## src/rtl/muldiv_pkg.sv

```systemverilog
// Shared definitions for the iterative multiply/divide unit (HI/LO registers).
// Holds op encodings, FSM state encodings and the controller hand-off contract.
// Optional zero-operand shortcut is built with `define MULDIV_ZERO_SKIP_EN.
package muldiv_pkg;

  // Operation codes presented on the op port by the controller.
  typedef enum logic [2:0] {
    MD_MULT  = 3'd0,
    MD_MULTU = 3'd1,
    MD_DIV   = 3'd2,
    MD_DIVU  = 3'd3,
    MD_MTHI  = 3'd4,
    MD_MTLO  = 3'd5
  } md_op_e;

  // Sequencer states.
  typedef enum logic [1:0] {
    MDS_IDLE = 2'd0,
    MDS_PREP = 2'd1,
    MDS_CALC = 2'd2,
    MDS_FIX  = 2'd3
  } md_state_e;

  // The controller stays in EXE for as long as busy is high; results are
  // only guaranteed in the single done cycle that follows.
  localparam bit MD_EXE_HOLD_WHILE_BUSY = 1'b1;

  // Ops that run through PREP/CALC/FIX.
  function automatic logic md_is_iter(input logic [2:0] op);
    return (op == MD_MULT) || (op == MD_MULTU) || (op == MD_DIV) || (op == MD_DIVU);
  endfunction

  // Ops whose operands are two's-complement.
  function automatic logic md_is_signed(input logic [2:0] op);
    return (op == MD_MULT) || (op == MD_DIV);
  endfunction

  // Ops using the restoring-divide step.
  function automatic logic md_is_div(input logic [2:0] op);
    return (op == MD_DIV) || (op == MD_DIVU);
  endfunction

endpackage

```

## src/rtl/muldiv_step.sv

```systemverilog
// One iteration of the multiply/divide datapath: shift-add or restore-subtract.
// Purely combinational, zero latency.
// No flow control; the sequencer decides when the result is captured.
module muldiv_step #(
  parameter int WIDTH = 32
) (
  input  logic                 is_div,
  input  logic [2*WIDTH-1:0]   acc_i,
  input  logic [WIDTH-1:0]     opnd_i,
  output logic [2*WIDTH-1:0]   acc_o
);

  // Multiply: acc = {partial product, remaining multiplier bits}.
  // Divide:   acc = {partial remainder, remaining dividend / quotient bits}.
  logic [WIDTH:0]   sum;
  logic [WIDTH:0]   partial;
  logic [WIDTH-1:0] diff;
  logic             fits;

  // Select the shift-add or restoring-subtract update for one bit.
  always_comb begin
    sum     = {1'b0, acc_i[2*WIDTH-1:WIDTH]} + (acc_i[0] ? {1'b0, opnd_i} : {(WIDTH+1){1'b0}});
    partial = acc_i[2*WIDTH-1:WIDTH-1];
    // Remainder is always < divisor, so only the low WIDTH bits survive a subtract.
    diff    = partial[WIDTH-1:0] - opnd_i;
    fits    = (partial >= {1'b0, opnd_i});
    acc_o   = {sum, acc_i[WIDTH-1:1]};
    if (is_div) begin
      if (fits) begin
        acc_o = {diff, acc_i[WIDTH-2:0], 1'b1};
      end else begin
        acc_o = {partial[WIDTH-1:0], acc_i[WIDTH-2:0], 1'b0};
      end
    end
  end

endmodule

```

## src/rtl/muldiv_unit.sv

```systemverilog
// Iterative MULT/MULTU/DIV/DIVU with HI/LO registers and MTHI/MTLO writes.
// Latency WIDTH+2 cycles start-to-done (2 with MULDIV_ZERO_SKIP_EN on zero operands).
// No queueing: start is only sampled in IDLE; busy holds the controller in EXE.
module muldiv_unit
  import muldiv_pkg::*;
#(
  parameter int WIDTH = 32,
  parameter int CNT_W = $clog2(WIDTH) + 1
) (
  input  logic             clk,
  input  logic             rst_n,
  input  logic             start,
  input  logic [2:0]       op,
  input  logic [WIDTH-1:0] a,
  input  logic [WIDTH-1:0] b,
  output logic             busy,
  output logic             done,
  output logic             dz,
  output logic [WIDTH-1:0] hi,
  output logic [WIDTH-1:0] lo
);

  localparam logic [CNT_W-1:0]   CNT_LAST = CNT_W'(WIDTH - 1);
  localparam logic [CNT_W-1:0]   CNT_ONE  = {{(CNT_W-1){1'b0}}, 1'b1};
  localparam logic [WIDTH-1:0]   ONE_W    = {{(WIDTH-1){1'b0}}, 1'b1};
  localparam logic [2*WIDTH-1:0] ONE_2W   = {{(2*WIDTH-1){1'b0}}, 1'b1};

  md_state_e          state_q, state_d;
  logic [CNT_W-1:0]   cnt_q, cnt_d;
  logic [2:0]         op_q, op_d;
  logic [WIDTH-1:0]   a_q, a_d;       // raw dividend / multiplier as issued
  logic [WIDTH-1:0]   b_q, b_d;       // raw at issue, magnitude after PREP
  logic [2*WIDTH-1:0] acc_q, acc_d;
  logic               neg_q, neg_d;   // product / quotient sign
  logic               rneg_q, rneg_d; // remainder sign (follows dividend)
  logic               busy_q, busy_d;
  logic               done_q, done_d;
  logic               dz_q, dz_d;
  logic [WIDTH-1:0]   hi_q, hi_d;
  logic [WIDTH-1:0]   lo_q, lo_d;

  logic               is_div;
  logic               is_sgn;
  logic [WIDTH-1:0]   a_mag;
  logic [WIDTH-1:0]   b_mag;
  logic [2*WIDTH-1:0] step_acc;
  logic [2*WIDTH-1:0] prod_fix;
  logic [WIDTH-1:0]   quo_fix;
  logic [WIDTH-1:0]   rem_fix;

  assign is_div = md_is_div(op_q);
  assign is_sgn = md_is_signed(op_q);

  muldiv_step #(.WIDTH(WIDTH)) u_step (
    .is_div (is_div),
    .acc_i  (acc_q),
    .opnd_i (b_q),
    .acc_o  (step_acc)
  );

  // Operand magnitudes and final two's-complement corrections.
  always_comb begin
    a_mag    = (is_sgn && a_q[WIDTH-1]) ? (~a_q + ONE_W) : a_q;
    b_mag    = (is_sgn && b_q[WIDTH-1]) ? (~b_q + ONE_W) : b_q;
    prod_fix = neg_q ? (~acc_q + ONE_2W) : acc_q;
    quo_fix  = neg_q ? (~acc_q[WIDTH-1:0] + ONE_W) : acc_q[WIDTH-1:0];
    rem_fix  = rneg_q ? (~acc_q[2*WIDTH-1:WIDTH] + ONE_W) : acc_q[2*WIDTH-1:WIDTH];
  end

  // Sequencer next-state and next-output logic.
  always_comb begin
    state_d = state_q;
    cnt_d   = cnt_q;
    op_d    = op_q;
    a_d     = a_q;
    b_d     = b_q;
    acc_d   = acc_q;
    neg_d   = neg_q;
    rneg_d  = rneg_q;
    busy_d  = busy_q;
    done_d  = 1'b0;
    dz_d    = dz_q;
    hi_d    = hi_q;
    lo_d    = lo_q;
    case (state_q)
      MDS_IDLE: begin
        if (start) begin
          dz_d = 1'b0;
          if (md_is_iter(op)) begin
            op_d    = op;
            a_d     = a;
            b_d     = b;
            busy_d  = 1'b1;
            state_d = MDS_PREP;
          end else begin
            // MTHI/MTLO and reserved codes complete immediately.
            done_d = 1'b1;
            if (op == MD_MTHI) hi_d = a;
            if (op == MD_MTLO) lo_d = a;
          end
        end
      end
      MDS_PREP: begin
        acc_d   = {{WIDTH{1'b0}}, a_mag};
        b_d     = b_mag;
        neg_d   = is_sgn && (a_q[WIDTH-1] ^ b_q[WIDTH-1]);
        rneg_d  = is_sgn && a_q[WIDTH-1];
        cnt_d   = '0;
        state_d = MDS_CALC;
        if (is_div && (b_q == '0)) dz_d = 1'b1;
`ifdef MULDIV_ZERO_SKIP_EN
        // Zero operands give a fixed result, so the iterations are skipped.
        if (is_div ? (b_q == '0) : ((a_q == '0) || (b_q == '0))) begin
          acc_d   = is_div ? {{WIDTH{1'b0}}, a_mag} : '0;
          state_d = MDS_FIX;
        end
`endif
      end
      MDS_CALC: begin
        acc_d = step_acc;
        cnt_d = cnt_q + CNT_ONE;
        if (cnt_q == CNT_LAST) begin
          cnt_d   = '0;
          state_d = MDS_FIX;
        end
      end
      MDS_FIX: begin
        if (!is_div) begin
          hi_d = prod_fix[2*WIDTH-1:WIDTH];
          lo_d = prod_fix[WIDTH-1:0];
        end else if (dz_q) begin
          // Divide by zero reports the original dividend, no sign fix.
          hi_d = a_q;
          lo_d = '1;
        end else begin
          hi_d = rem_fix;
          lo_d = quo_fix;
        end
        busy_d  = 1'b0;
        done_d  = 1'b1;
        state_d = MDS_IDLE;
      end
      default: state_d = MDS_IDLE;
    endcase
  end

  // State and registered outputs; reset aborts any op in flight.
  always_ff @(posedge clk or negedge rst_n) begin
    if (!rst_n) begin
      state_q <= MDS_IDLE;
      cnt_q   <= '0;
      op_q    <= '0;
      a_q     <= '0;
      b_q     <= '0;
      acc_q   <= '0;
      neg_q   <= 1'b0;
      rneg_q  <= 1'b0;
      busy_q  <= 1'b0;
      done_q  <= 1'b0;
      dz_q    <= 1'b0;
      hi_q    <= '0;
      lo_q    <= '0;
    end else begin
      state_q <= state_d;
      cnt_q   <= cnt_d;
      op_q    <= op_d;
      a_q     <= a_d;
      b_q     <= b_d;
      acc_q   <= acc_d;
      neg_q   <= neg_d;
      rneg_q  <= rneg_d;
      busy_q  <= busy_d;
      done_q  <= done_d;
      dz_q    <= dz_d;
      hi_q    <= hi_d;
      lo_q    <= lo_d;
    end
  end

  assign busy = busy_q;
  assign done = done_q;
  assign dz   = dz_q;
  assign hi   = hi_q;
  assign lo   = lo_q;

endmodule
```

## config.mk

```make
export PLATFORM = sky130hd
export DESIGN_NAME = muldiv_unit
export DESIGN_NICKNAME = d
export VERILOG_FILES = /design/src/rtl/muldiv_pkg.sv /design/src/rtl/muldiv_step.sv /design/src/rtl/muldiv_unit.sv
export SDC_FILE = /design/constraint.sdc
export NUM_CORES = 1
export LEC_CHECK = 0
export CAP_MARGIN = 20
export CORE_ASPECT_RATIO = 1.25
export CORE_MARGIN = 1.5
export CORE_UTILIZATION = 45
export CTS_BUF_LIST = sky130_fd_sc_hd__clkbuf_8
export CTS_CLUSTER_DIAMETER = 50
export DETAILED_ROUTE_END_ITERATION = 8
export GPL_TIMING_DRIVEN = 0
export PLACE_DENSITY = 0.67
export SLEW_MARGIN = 20
export SYNTH_ARGS = -nofsm -noshare
export SYNTH_HDL_FRONTEND = slang
export SYNTH_SLANG_ARGS = --single-unit
```

## constraint.sdc

```tcl
create_clock -name clk -period 3.52 [get_ports clk]
set_input_delay 0.352 -clock clk [delete_from_list [all_inputs] [get_ports clk]]
set_output_delay 0.352 -clock clk [all_outputs]
set_load 0.02 [all_outputs]
```

# Yosys cells after proc, flatten, opt, wreduce, memory -nomap -nowiden
# Index checks and enable logic that the tools add are counted.
# W data, S select, Z words.
[op_classes]
n_addsub = 8
n_mul = 0
div = 0
n_lt_le_gt_ge = 1
n_eq_ne = 19
shifts = 0
muxes = 39
bitwise = 6
reduce_logical = 23
[op_table]
columns = ["operator", "n"]
rows = [
  ["$mux W32", 17],
  ["$mux W64", 3],
  ["$pmux W32 S2", 3],
  ["$add A32 B1 Y32 const B", 4],
  ["$not A32 Y32", 4],
  ["$pmux W64 S2", 1],
  ["$add A64 B1 Y64 const B", 1],
  ["$not A64 Y64", 1],
  ["$add A32 B33 Y33", 1],
  ["$ge A33 B32 Y1", 1],
  ["$logic_not A32 Y1", 1],
  ["$sub A32 B32 Y32", 1],
  ["$ne A2 B2 Y1 const B", 8],
  ["$eq A3 B2 Y1 const B", 4],
  ["$pmux W6 S2", 1],
  ["$reduce_and A3 Y1", 4],
  ["$reduce_and A4 Y1", 3],
  ["$pmux W2 S4", 1],
  ["$add A6 B1 Y6 const B", 1],
  ["$eq A3 B3 Y1 const B", 2],
  ["$eq A6 B5 Y1 const B", 1],
  ["$logic_not A3 Y1", 2],
  ["$mux W1", 6],
  ["$mux W2", 3],
  ["10 further kinds", 22],
]
[totals]
register_bits = 208
latch_bits = 0
ramBits = 0
rom_bits = 0
inputBits = 70
out_inout_bits = 67
wordCells = 109
memories = 0

# Depth between registers and ports, before layout
# Gate-level depths: netlist (run 1).
[depth]
depth_word = 7
mapped_depth = 15

# Modules after synthesis
# A second synthesis (run 1) with hierarchy kept.
[hier_totals]
hier_cells = 2301
area_unflattened_um2 = 18092.4
[by_module_without_submodules]
columns = ["mod", "instances", "cells_each", "area_per_inst_um2"]
rows = [
  ["muldiv_unit", 1, 1612, 13422.9],
  ["muldiv_step", 1, 689, 4669.5],
]

# Least setup slack after synthesis (run 1)
# OpenSTA, ideal clock, no wires.
[synth_path]
path_kind = "register -> register"
from = "reg acc_q[0]"
to = "reg acc_q[59]"
setup_ps = 126
arrival_time_ps = 3316
path_slack_ps = 78
path_stages_with_launch = 14
path_buffers = 1
path_cell_list = "dfrtp_1 clkinv_1 clkbuf_1 nor2_1 ha_1 nor2b_1 o31a_1 o21ai_0 nor3_1 or2_2 o31ai_1 o21ai_0 xor2_1 a221o_1"
[synth_between]
elab_chain_len = 4
[synth_lines]
columns = ["item", "line_no", "source"]
rows = [
  ["start: declaration", "muldiv_unit.sv:33", "logic [2*WIDTH-1:0] acc_q, acc_d;"],
  ["start signal: assignment", "muldiv_unit.sv:155", "acc_q <= '0;"],
  ["start signal: assignment", "muldiv_unit.sv:169", "acc_q <= acc_d;"],
  ["$mux W32", "muldiv_step.sv:22", "sum = {1'b0, acc_i[2*WIDTH-1:WIDTH]} + (acc_i[0] ? {1'b0, opnd_i} : {(WIDTH+1){1'b0}});"],
  ["$add A32 B33 Y33", "muldiv_step.sv:22", ""],
  ["$mux W64", "muldiv_step.sv:28", "if (is_div) begin"],
  ["$pmux W64 S2", "muldiv_unit.sv:85", "case (state_q)"],
]
# No other way between the ends.
# A chain may end at the register's enable or synchronous reset.

# Final worst setup path (run 1)
[layout_path]
from = "reg acc_q[14]"
to = "reg hi_q[22], in the netlist hi[22]"
[layout_between]
elab_chain_len = 5
[layout_lines]
columns = ["item", "line_no", "source"]
rows = [
  ["$not A64 Y64", "muldiv_unit.sv:65", "prod_fix = neg_q ? (~acc_q + ONE_2W) : acc_q;"],
  ["$add A64 B1 Y64", "muldiv_unit.sv:65", ""],
  ["$mux W64", "muldiv_unit.sv:65", ""],
  ["$mux W32", "muldiv_unit.sv:128", "if (!is_div) begin"],
  ["$pmux W32 S2", "muldiv_unit.sv:85", ""],
  ["end signal: assignment", "muldiv_unit.sv:175", "hi_q <= hi_d;"],
  ["end: declaration", "muldiv_unit.sv:39", "logic [WIDTH-1:0] hi_q, hi_d;"],
]
# No other way between the ends.

==> impl_metrics.yaml, run 1 <==
drt:
  drt_iter0_drc: 1583
  drc: 0
  post_drt_via_cell_ratio: 6.40
  wl_per_cell_um: 25.5
  drt_wl_total_um: 73400
  num_vias: 18400
  antenna_left: 0
  firstDrtPassIters: 6
outcome:
  status: "complete, no violations"
floorplan:
  dieArea_um2: 39000
  core_um2: 37300
  die_h_um: 220
  start_util_pct: 45.7
  pin_count: 137
  die_w_um: 177
  num_rows: 79
placed_design:
  hpwl_um: 57200
  gp_congestion: 1.01
  portBuffers: 136
  dp_cells: 2802
layout:
  antenna_cells: 0
  fin_util_pct: 54.5
  stdcell_count: 2874
  fin_nets: 2504
  drive_gt1_share_pct: 9.42
  syn_to_final_growth_pct: 19.4
yosys:
  ys.flop_type: "dfrtp_1"
  syn_inst: 2178
  synth_cell_types: 78
  yosysSeqAreaShare_pct: 30.6
  syn_area_um2: 17000
  ys_warn_count: 0
  async_reset_ff_share_pct: 100
  synth.net_count: 2323
  synth_seq_cells: 208
  syn_area_per_cell_um2: 7.82
  synth_edf_count: 0
setup_path:
  required_ns: 3.97
  worst_setup_path_end_kind: "flop"
  crit_path_start: "acc_q[14]"
  start_kind: "flop"
  worstPathArrival_ns: 3.93
  crit_fanout: 7
  crit_type: "flop to flop"
  r2r_start: "acc_q[14]"
timing:
  setup_viol: 0
  finalCritPeriodShare_pct: 98.7
  period_needed_ns: 3.48
  fmax_mhz: 288
  skew_ns: 0.0431
  setup_tns_ns: 0
  tightest_slew_ns: 1.03
  drv_slew: 0
  grt_setup_unrepaired: "true"
  hold_violations: 0
  hold_ws_ns: 0.205
  slew-limit-headroom_pct: 31.1
worst_hold_path:
  hold_path_class: "primary input to asynchronous set/reset pin"
clock_tree:
  clock-sinks: 208
  numCtsBuffers: 38
  clock_tree.buffer_depth: 3
  cts_root_buf: "clkbuf_8"
  clk_latency_ns: 0.61
  clkTransAtPathRegs_ns: 0.07
  htreeDepth: 2
  cts_tree: "yes"
global_route:
  grt_pass1_vias: 17900
  grt_usage_pct: 37.5
  grt_max_degree: 98
  gr-total-overflow: 0
  grt_pass1_wl_um: 109000
  antenna_found_initial: 1
pwr:
  leakagePower_nw: 8.30
  irDropWorstVdd_v: 0.000611
  power.density_nw_per_um2: 1140
flow_run:
  cap_viol_max_count: 0
[timing repair]
action	4_1_cts	5_1_grt
endpoints found under the hold margin	41	0
pin swaps	8	11
hold buffers	1	0
resized for setup	65	52
setup endpoints to repair	62	60
setup buffers	9	7
[where the power goes]
group	total, mW	switching (mW)	internal (mW)
Sequential	5.02	1.49	3.53
Combinational	15.6	10.1	5.57
Clock	2.61	1.20	1.41
Total	23.3	12.7	10.5
[kinds of logic (layout without fill, tap and decap cells)]
kind of cell               Yosys count  count (layout)  synth area share, %
AOI/OAI and AO/OA                  778             778                 28.3
xor gates and xnor gates           141             141                 7.25
adders and majority gates           75              75                 5.60
buffers and inverters              258             468                 5.76
DFF                                208             208                 30.6
muxes                               74              74                 4.68
and+or+nand+nor                    644             644                 17.9
[area by class of cell]
type / instances / area (um^2)
Timing Repair Buffer: 155 / 1550
Sequential cell: 208 / 5220
Clock buffer: 45 / 619
Clock inverter: 24 / 210
Tap cell: 486 / 608
Fill cell: 3630 / 16900
Buffer: 138 / 564
Multi-Input combinational cell: 1712 / 11100
Inverter: 106 / 405
[placed cells by master (no fill, tap or decap), types with 10 or more instances in the layout]
| master | n |
|---|---|
| mux2i_1 | 29 |
| nand2_1 | 224 |
| nand4_1 | 25 |
| and3_1 | 25 |
| o21ai_0 | 220 |
| xor2_1 | 42 |
| buf_4 | 19 |
| a31oi_1 | 20 |
| nor4_1 | 12 |
| nor2_1 | 160 |
| clkbuf_8 | 46 |
| a21o_1 | 26 |
| a21oi_1 | 184 |
| or3_1 | 19 |
| o41ai_1 | 18 |
| ha_1 | 71 |
| nand2b_1 | 12 |
| nand3_1 | 44 |
| dfrtp_1 | 199 |
| xnor2_1 | 99 |
| o31ai_1 | 29 |
| inv_1 | 110 |
| clkdlybuf4s50_1 | 135 |
| nor2b_1 | 13 |
| a211oi_1 | 16 |
| mux2_2 | 45 |
| o211ai_1 | 61 |
| o21ai_1 | 10 |
| o21bai_1 | 10 |
| o21a_1 | 11 |
| nor3_1 | 36 |
| or4_1 | 15 |
| clkbuf_1 | 114 |
| o22ai_1 | 72 |
[per-stage QoR]
stage          setup slack, ns  power, mW  instance area [um^2]
3_5_place_dp             -1.32       19.7                 19100
5_1_grt                -0.0265       24.6                 20300
3_3_place_gp             -6.96       19.5                 19000
6_report                0.0440       23.3                 20300
2_1_floorplan           0.0775       14.2                 17000
4_1_cts                -0.0328       22.6                 20100
[cell usage after synthesis, types with 12 or more instances]
cell type	instances	area [um^2]
xor2_1	42	368
o211ai_1	61	458
o31ai_1	30	225
nor4_1	14	87.6
a21o_1	26	195
nand2b_1	12	75.1
xnor2_1	99	867
o41ai_1	20	175
dfrtp_1	208	5200
nor2_1	164	616
a21oi_1	189	946
nor2b_1	14	87.6
inv_1	103	387
mux2i_1	29	290
o21ai_0	234	1170
a211oi_1	17	128
mux2_2	45	507
nor3_1	44	220
or3_1	19	119
and3_1	25	156
nand4_1	25	156
o21bai_1	12	90.1
ha_1	73	913
a31oi_1	23	144
o22ai_1	72	450
clkbuf_1	136	510
or4_1	18	135
nand3_1	46	230
nand2_1	225	845
[layer usage]
layer | routed length (um) | track usage (%) | vias up
li1 | - | - | 8344
met4 | 5780 | 26.9 | 2
met2 | 35600 | 65.0 | 963
met1 | 26700 | 41.8 | 8780
met5 | 14 | 0 | -
met3 | 5310 | 5.77 | 292
[final timing paths]
check,to,slack (ns),cells past startpoint
setup reg to reg,hi[22],0.04,9
hold / removal,acc_q[20],0.20,2
max in group asynchronous,b_q[1],2.52,3
hold reg to reg,lo[1],0.47,2
min in group clk,b_q[24],0.35,3
setup / recovery,hi[22],0.04,9
[flip-flops by register name, summed over array words and instances (netlist names), 2 cells and up]
name     flops
op_q         3
lo          32
state_q      2
a_q         32
b_q         32
hi          32
cnt_q        6
acc_q       64
[critical path, cell delays in order (launching register included)]
cell	delay [ns]
dfrtp_1	0.43
or4_4	0.58
or4_1	0.46
or3_4	0.47
or2_1	0.26
buf_2	0.21
o41ai_1	0.41
xnor2_1	0.11
o21ai_1	0.30
a21oi_1	0.12
No activity file was read; power rests on OpenSTA's default activity.
==> run 2: changes to the inputs <==
--- a/config.mk
+++ b/config.mk
@@ -5,6 +5,7 @@
 export SDC_FILE = /design/constraint.sdc
 export NUM_CORES = 1
 export LEC_CHECK = 0
+export ABC_AREA = 0
 export CAP_MARGIN = 20
 export CORE_ASPECT_RATIO = 1.25
 export CORE_MARGIN = 1.5
==> constraint.sdc (replaced) <==
create_clock -name clk -period 2.81 [get_ports clk]
set_input_delay 0.281 -clock clk [delete_from_list [all_inputs] [get_ports clk]]
set_output_delay 0.281 -clock clk [all_outputs]
set_load 0.02 [all_outputs]
==> run 2 against run 1 <==
  * The flow now finishes with violations (negative setup slack)
  * Clock power increased by 28%
  * Die area unchanged
  * Sequential share of layout area decreased by 3.4 points
  * First-iteration DRC count decreased by 13%
  * Total power increased by 44%
  * Non-clock buffer count increased by 142
  * Routed wire length increased by 6.8%
  * Global-route usage increased by 2.4 points
  * Hold slack improved by 0.0077 ns
  * Via count increased by 4.1%
  * Clock-buffer cell count increased by 1
  * Critical endpoint is now hi[26]
==> impl_metrics.yaml, run 2 (synthesis results as in run 1) <==
floorplan:
  die_h_um: 220
  num_rows: 79
  start_util_pct: 45.7
  die_w_um: 177
  dieArea_um2: 39000
  pin_count: 137
  core_um2: 37300
global_route:
  grt_usage_pct: 39.9
  antenna_found_initial: 0
  grt_pass1_wl_um: 116000
  gr-total-overflow: 0
  grt_pass1_vias: 19300
  grt_max_degree: 84
timing:
  slew-limit-headroom_pct: 24.0
  setup_tns_ns: -26.84
  tightest_slew_ns: 1.14
  skew_ns: 0.0197
  grt_setup_unrepaired: "true"
  drv_slew: 0
  setup_slack_ns: -0.635
  hold_violations: 0
  period_needed_ns: 3.44
  fmax_mhz: 290
  setup_viol: 74
  finalCritPeriodShare_pct: 123
setup_path:
  reg2reg_to: "hi[26]"
  rr_worst_depth: 11
  worstPathArrival_ns: 3.94
  start_kind: "flop"
  max_stage_delay_ns: 0.52
  crit_fanout: 3
  cp_slowest_cell: "or4b_4"
  critPathMostFrequentCell: "or4_4"
  worstPathCellList: "inv_2 > ha_4 > or3b_4 > or4b_4 > or4_4 > or4_4 > or2_4 > nand2_2 > xnor2_2 > o221ai_2 > o22ai_1"
  required_ns: 3.31
  r2r_start: "acc_q[32]"
  reg2reg_slack_ns: -0.63
  crit_type: "flop to flop"
  worst_setup_path_end_kind: "flop"
worst_hold_path:
  hold_path_class: "primary input to asynchronous set/reset pin"
outcome:
  status: "finished with violations"
  violations: "negative setup slack"
layout:
  layout_common_cells: "209 x nand2_1, 178 x dfrtp_1, 158 x a21oi_1"
  largest_reg_flops: 64
  layout_commonest_cell: "nand2_1"
  fin_util_pct: 63.3
  fin_nets: 2648
  drive_gt1_share_pct: 25.7
  antenna_cells: 0
  top_register: "acc_q"
  syn_to_final_growth_pct: 38.5
placed_design:
  hpwl_um: 57900
  gp_congestion: 1.00
  portBuffers: 136
drt:
  num_vias: 19100
  antenna_left: 0
  wl_per_cell_um: 26.0
  post_drt_via_cell_ratio: 6.35
  drt_iter0_drc: 1382
  drt_wl_total_um: 78400
  drc: 0
  firstDrtPassIters: 5
clock_tree:
  cts_root_buf: "clkbuf_8"
  cts_tree: "yes"
  clock_tree.buffer_depth: 3
  clk_latency_ns: 0.59
  clkTransAtPathRegs_ns: 0.06
  htreeDepth: 2
  clock-sinks: 208
  numCtsBuffers: 39
pwr:
  power.density_nw_per_um2: 1420
  irDropWorstVdd_v: 0.000808
  leakagePower_nw: 9.60
flow_run:
  cap_viol_max_count: 0
run 2: cell type report:
class,instances,area (um^2)
inverters,106,408
multi-input cells,1713,12800
flip-flops and latches,208,5240
clock buffers,46,633
well taps,486,608
clock inverters,21,210
repair buffers,300,2930
fillers,3290,13700
plain buffers,135,744
run 2: report_power, final:
part / switching, mW / leakage, nW / total, mW / internal (mW)
clock: 1.47 / 0.468 / 3.34 / 1.87
combinational: 14.3 / 6.60 / 23.8 / 9.44
sequential: 1.80 / 2.53 / 6.25 / 4.45
run 2: critical path, delay by kind of cell (launching register included):
kind | cells | cell delay [ns]
simple gates | 6 | 2.20
flops | 1 | 0.50
compound gates | 2 | 0.30
fa+ha+maj | 1 | 0.13
xor+xnor | 1 | 0.12
buf+inv | 1 | 0.10
run 2: how the worst max path moves through the flow:
stage	start	to	slack, ns	cells after the start
final	acc_q[32]	hi[26]	-0.63	11
after detailed placement	acc_q[0]	hi[6]	-1.42	13
after floorplan	acc_q[33]	hi[26]	-0.38	11
after global placement	rst_n	acc_q[45]	-8.46	1
after global routing	acc_q[32]	hi[26]	-0.69	11
after CTS	acc_q[32]	hi[18]	-0.54	11
run 2: per-stage QoR:
stage | cell area, um^2 | hold WS, ns | total power, mW | std cells | setup slack (ns)
2_1_floorplan | 17400 | -0.0146 | 18.3 | 2178 | -0.385
3_3_place_gp | 19400 | 0.464 | 24.8 | 2800 | -8.46
3_5_place_dp | 19400 | 0.244 | 25.0 | 2802 | -1.42
4_1_cts | 22600 | 0.229 | 31.5 | 2985 | -0.544
5_1_grt | 23600 | 0.257 | 35.2 | 3015 | -0.692
6_report | 23600 | 0.213 | 33.4 | 3015 | -0.635
run 2: metal layers:
layer / up-vias / wire [um] / track usage [%]
met5: - / 0 / 0
met4: 0 / 8190 / 35.6
met3: 392 / 5490 / 7.25
met2: 950 / 37400 / 68.5
met1: 9158 / 27300 / 41.7
li1: 8635 / - / -
run 2: repair_timing:
| item | CTS | global route |
|---|---|---|
| gates cloned | 5 | 0 |
| resized for setup | 334 | 216 |
| pin swaps | 101 | 134 |
| setup endpoints to repair | 134 | 116 |
| endpoints found under the hold margin | 58 | 0 |
| hold buffers | 1 | 0 |
| setup buffers | 120 | 49 |
==> run 3: changes to the inputs <==
--- a/config.mk
+++ b/config.mk
@@ -6,7 +6,7 @@
 export NUM_CORES = 1
 export LEC_CHECK = 0
 export ABC_AREA = 0
-export CAP_MARGIN = 20
+export CAP_MARGIN = 30
 export CORE_ASPECT_RATIO = 1.25
 export CORE_MARGIN = 1.5
 export CORE_UTILIZATION = 45
==> constraint.sdc (replaced) <==
create_clock -name clk -period 2.8 [get_ports clk]
set_input_delay 0.28 -clock clk [delete_from_list [all_inputs] [get_ports clk]]
set_output_delay 0.28 -clock clk [all_outputs]
set_load 0.02 [all_outputs]
==> run 3 against run 2 <==
  * Critical endpoint unchanged
  * Utilization up 1.7 points
  * First-iteration DRC count rose by 13%
  * The run still ends with negative setup slack left
  * Largest power group unchanged
  * Sequential power is 0.8% higher
  * Hold slack better by 0.034 ns
==> impl_metrics.yaml, run 3 (synthesis results as in run 1) <==
timing:
  slew-limit-headroom_pct: 22.6
  tightest_slew_ns: 1.16
  drv_slew: 0
  skew_ns: 0.0368
  grt_setup_unrepaired: "true"
  hold_ws_ns: 0.247
  fmax_mhz: 302
  setup_viol: 72
  finalCritPeriodShare_pct: 118
  hold_violations: 0
  setup_slack_ns: -0.510
  period_needed_ns: 3.31
outcome:
  violations: "negative setup slack"
  status: "finished with violations"
clock_tree:
  cts_root_buf: "clkbuf_8"
  clock_tree.buffer_depth: 3
  numCtsBuffers: 40
  clk_latency_ns: 0.61
  clock-sinks: 208
  htreeDepth: 2
  cts_tree: "yes"
  clkTransAtPathRegs_ns: 0.06
setup_path:
  required_ns: 3.31
  crit_fanout: 8
  worst_setup_path_end_kind: "flop"
  crit_type: "flop to flop"
  start_kind: "flop"
  worstPathArrival_ns: 3.82
floorplan:
  dieArea_um2: 39000
  num_rows: 79
  die_w_um: 177
  core_um2: 37300
  pin_count: 137
  die_h_um: 220
  start_util_pct: 45.7
drt:
  drt_iter0_drc: 1566
  drt_wl_total_um: 78700
  antenna_left: 0
  post_drt_via_cell_ratio: 6.40
  wl_per_cell_um: 25.8
  drc: 0
  firstDrtPassIters: 6
  num_vias: 19500
pwr:
  leakagePower_nw: 9.83
  irDropWorstVdd_v: 0.000879
  power.density_nw_per_um2: 1440
placed_design:
  gp_congestion: 1.02
  hpwl_um: 57700
  portBuffers: 136
  dpl_cell_area_um2: 19500
flow_run:
  cap_viol_max_count: 0
layout:
  design_area_um2: 24200
  syn_to_final_growth_pct: 42.1
  top_register: "acc_q"
  drive_gt1_share_pct: 28.5
  largest_reg_flops: 64
  fin_nets: 2676
  layout_commonest_cell: "nand2_1"
  antenna_cells: 0
  layout_common_cells: "210 x nand2_1, 177 x dfrtp_1, 158 x o21ai_0"
global_route:
  grt_usage_pct: 39.2
  antenna_found_initial: 2
  gr-total-overflow: 0
  grt_pass1_wl_um: 114000
  grt_pass1_vias: 18900
  grt_max_degree: 81
worst_hold_path:
  hold_path_class: "primary input to asynchronous set/reset pin"
[run 3: cell count changes in the layout (fill, tap and decap cells not counted), sizes merged]
cell | previous run | this run
clkinvlp | 0 | 1
clkdlybuf4s15 | 2 | 1
inv | 116 | 113
clkinv | 7 | 14
bufinv | 4 | 3
clkbuf | 160 | 166
buf | 183 | 209
or2 | 10 | 9
[run 3: layout make-up]
| class | instances | area (um^2) |
|---|---|---|
| fillers | 3222 | 13100 |
| clock buffers | 49 | 674 |
| flip-flops and latches | 208 | 5240 |
| well taps | 486 | 608 |
| clock inverters | 25 | 211 |
| plain buffers | 134 | 777 |
| inverters | 106 | 418 |
| repair buffers | 329 | 3220 |
| multi-input cells | 1712 | 13000 |
[run 3: worst paths after layout]
kind | slack, ns | cells after the start | endpoint | from
worst max-delay path | -0.51 | 9 | hi[26] | acc_q[35]
worst min-delay path | 0.25 | 2 | lo[5] | rst_n
worst max register to register | -0.51 | 9 | hi[26] | acc_q[35]
worst min register to register | 0.48 | 2 | lo[29] | lo[29]
max in group asynchronous | 1.70 | 3 | b_q[30] | rst_n
min in group clk | 0.28 | 3 | b_q[9] | b[9]
[run 3: critical path: stages, from the launching register on]
cell and delay [ns]:
dfrtp_1 0.56, or3b_4 0.48, or4b_4 0.51, or4_4 0.43
or4_4 0.46, or2_4 0.27, o21ai_2 0.13, xnor2_1 0.13
nor2_1 0.07, o22ai_1 0.17
[run 3: what timing repair did]
item                                    CTS  global route
cloned                                    3             2
hold buffers                              1             0
hold endpoints to repair                 68             0
buffers inserted                        126            68
pin swaps                               101           146
gates resized for setup                 340           272
endpoints found under the setup margin  137           146
[run 3: power by group]
| part | switching [mW] | leakage [nW] | internal (mW) |
|---|---|---|---|
| clock | 1.54 | 0.487 | 1.89 |
| combinational | 14.9 | 6.82 | 10.2 |
| sequential | 1.83 | 2.53 | 4.47 |
[run 3: per-stage QoR]
step	power [mW]	util, %	setup slack [ns]	setup TNS [ns]	std cells
floorplan	18.4	-	-0.395	-2.44	2178
global placement	25.1	52.0	-8.41	-1645.81	2800
detailed placement	25.3	52.2	-1.21	-68.74	2802
CTS	32.0	60.9	-0.476	-17.52	2990
global route	36.5	64.9	-0.558	-24.35	3049
finish	34.8	64.9	-0.510	-19.38	3049
[run 3: per-layer routing]
layer	part of all wire [%]	wire length (um)	track usage, %
met5	0.017	13	0
met4	9.6	7560	33.4
met3	6.9	5430	5.82
met2	48	37900	67.4
met1	35	27800	42.5
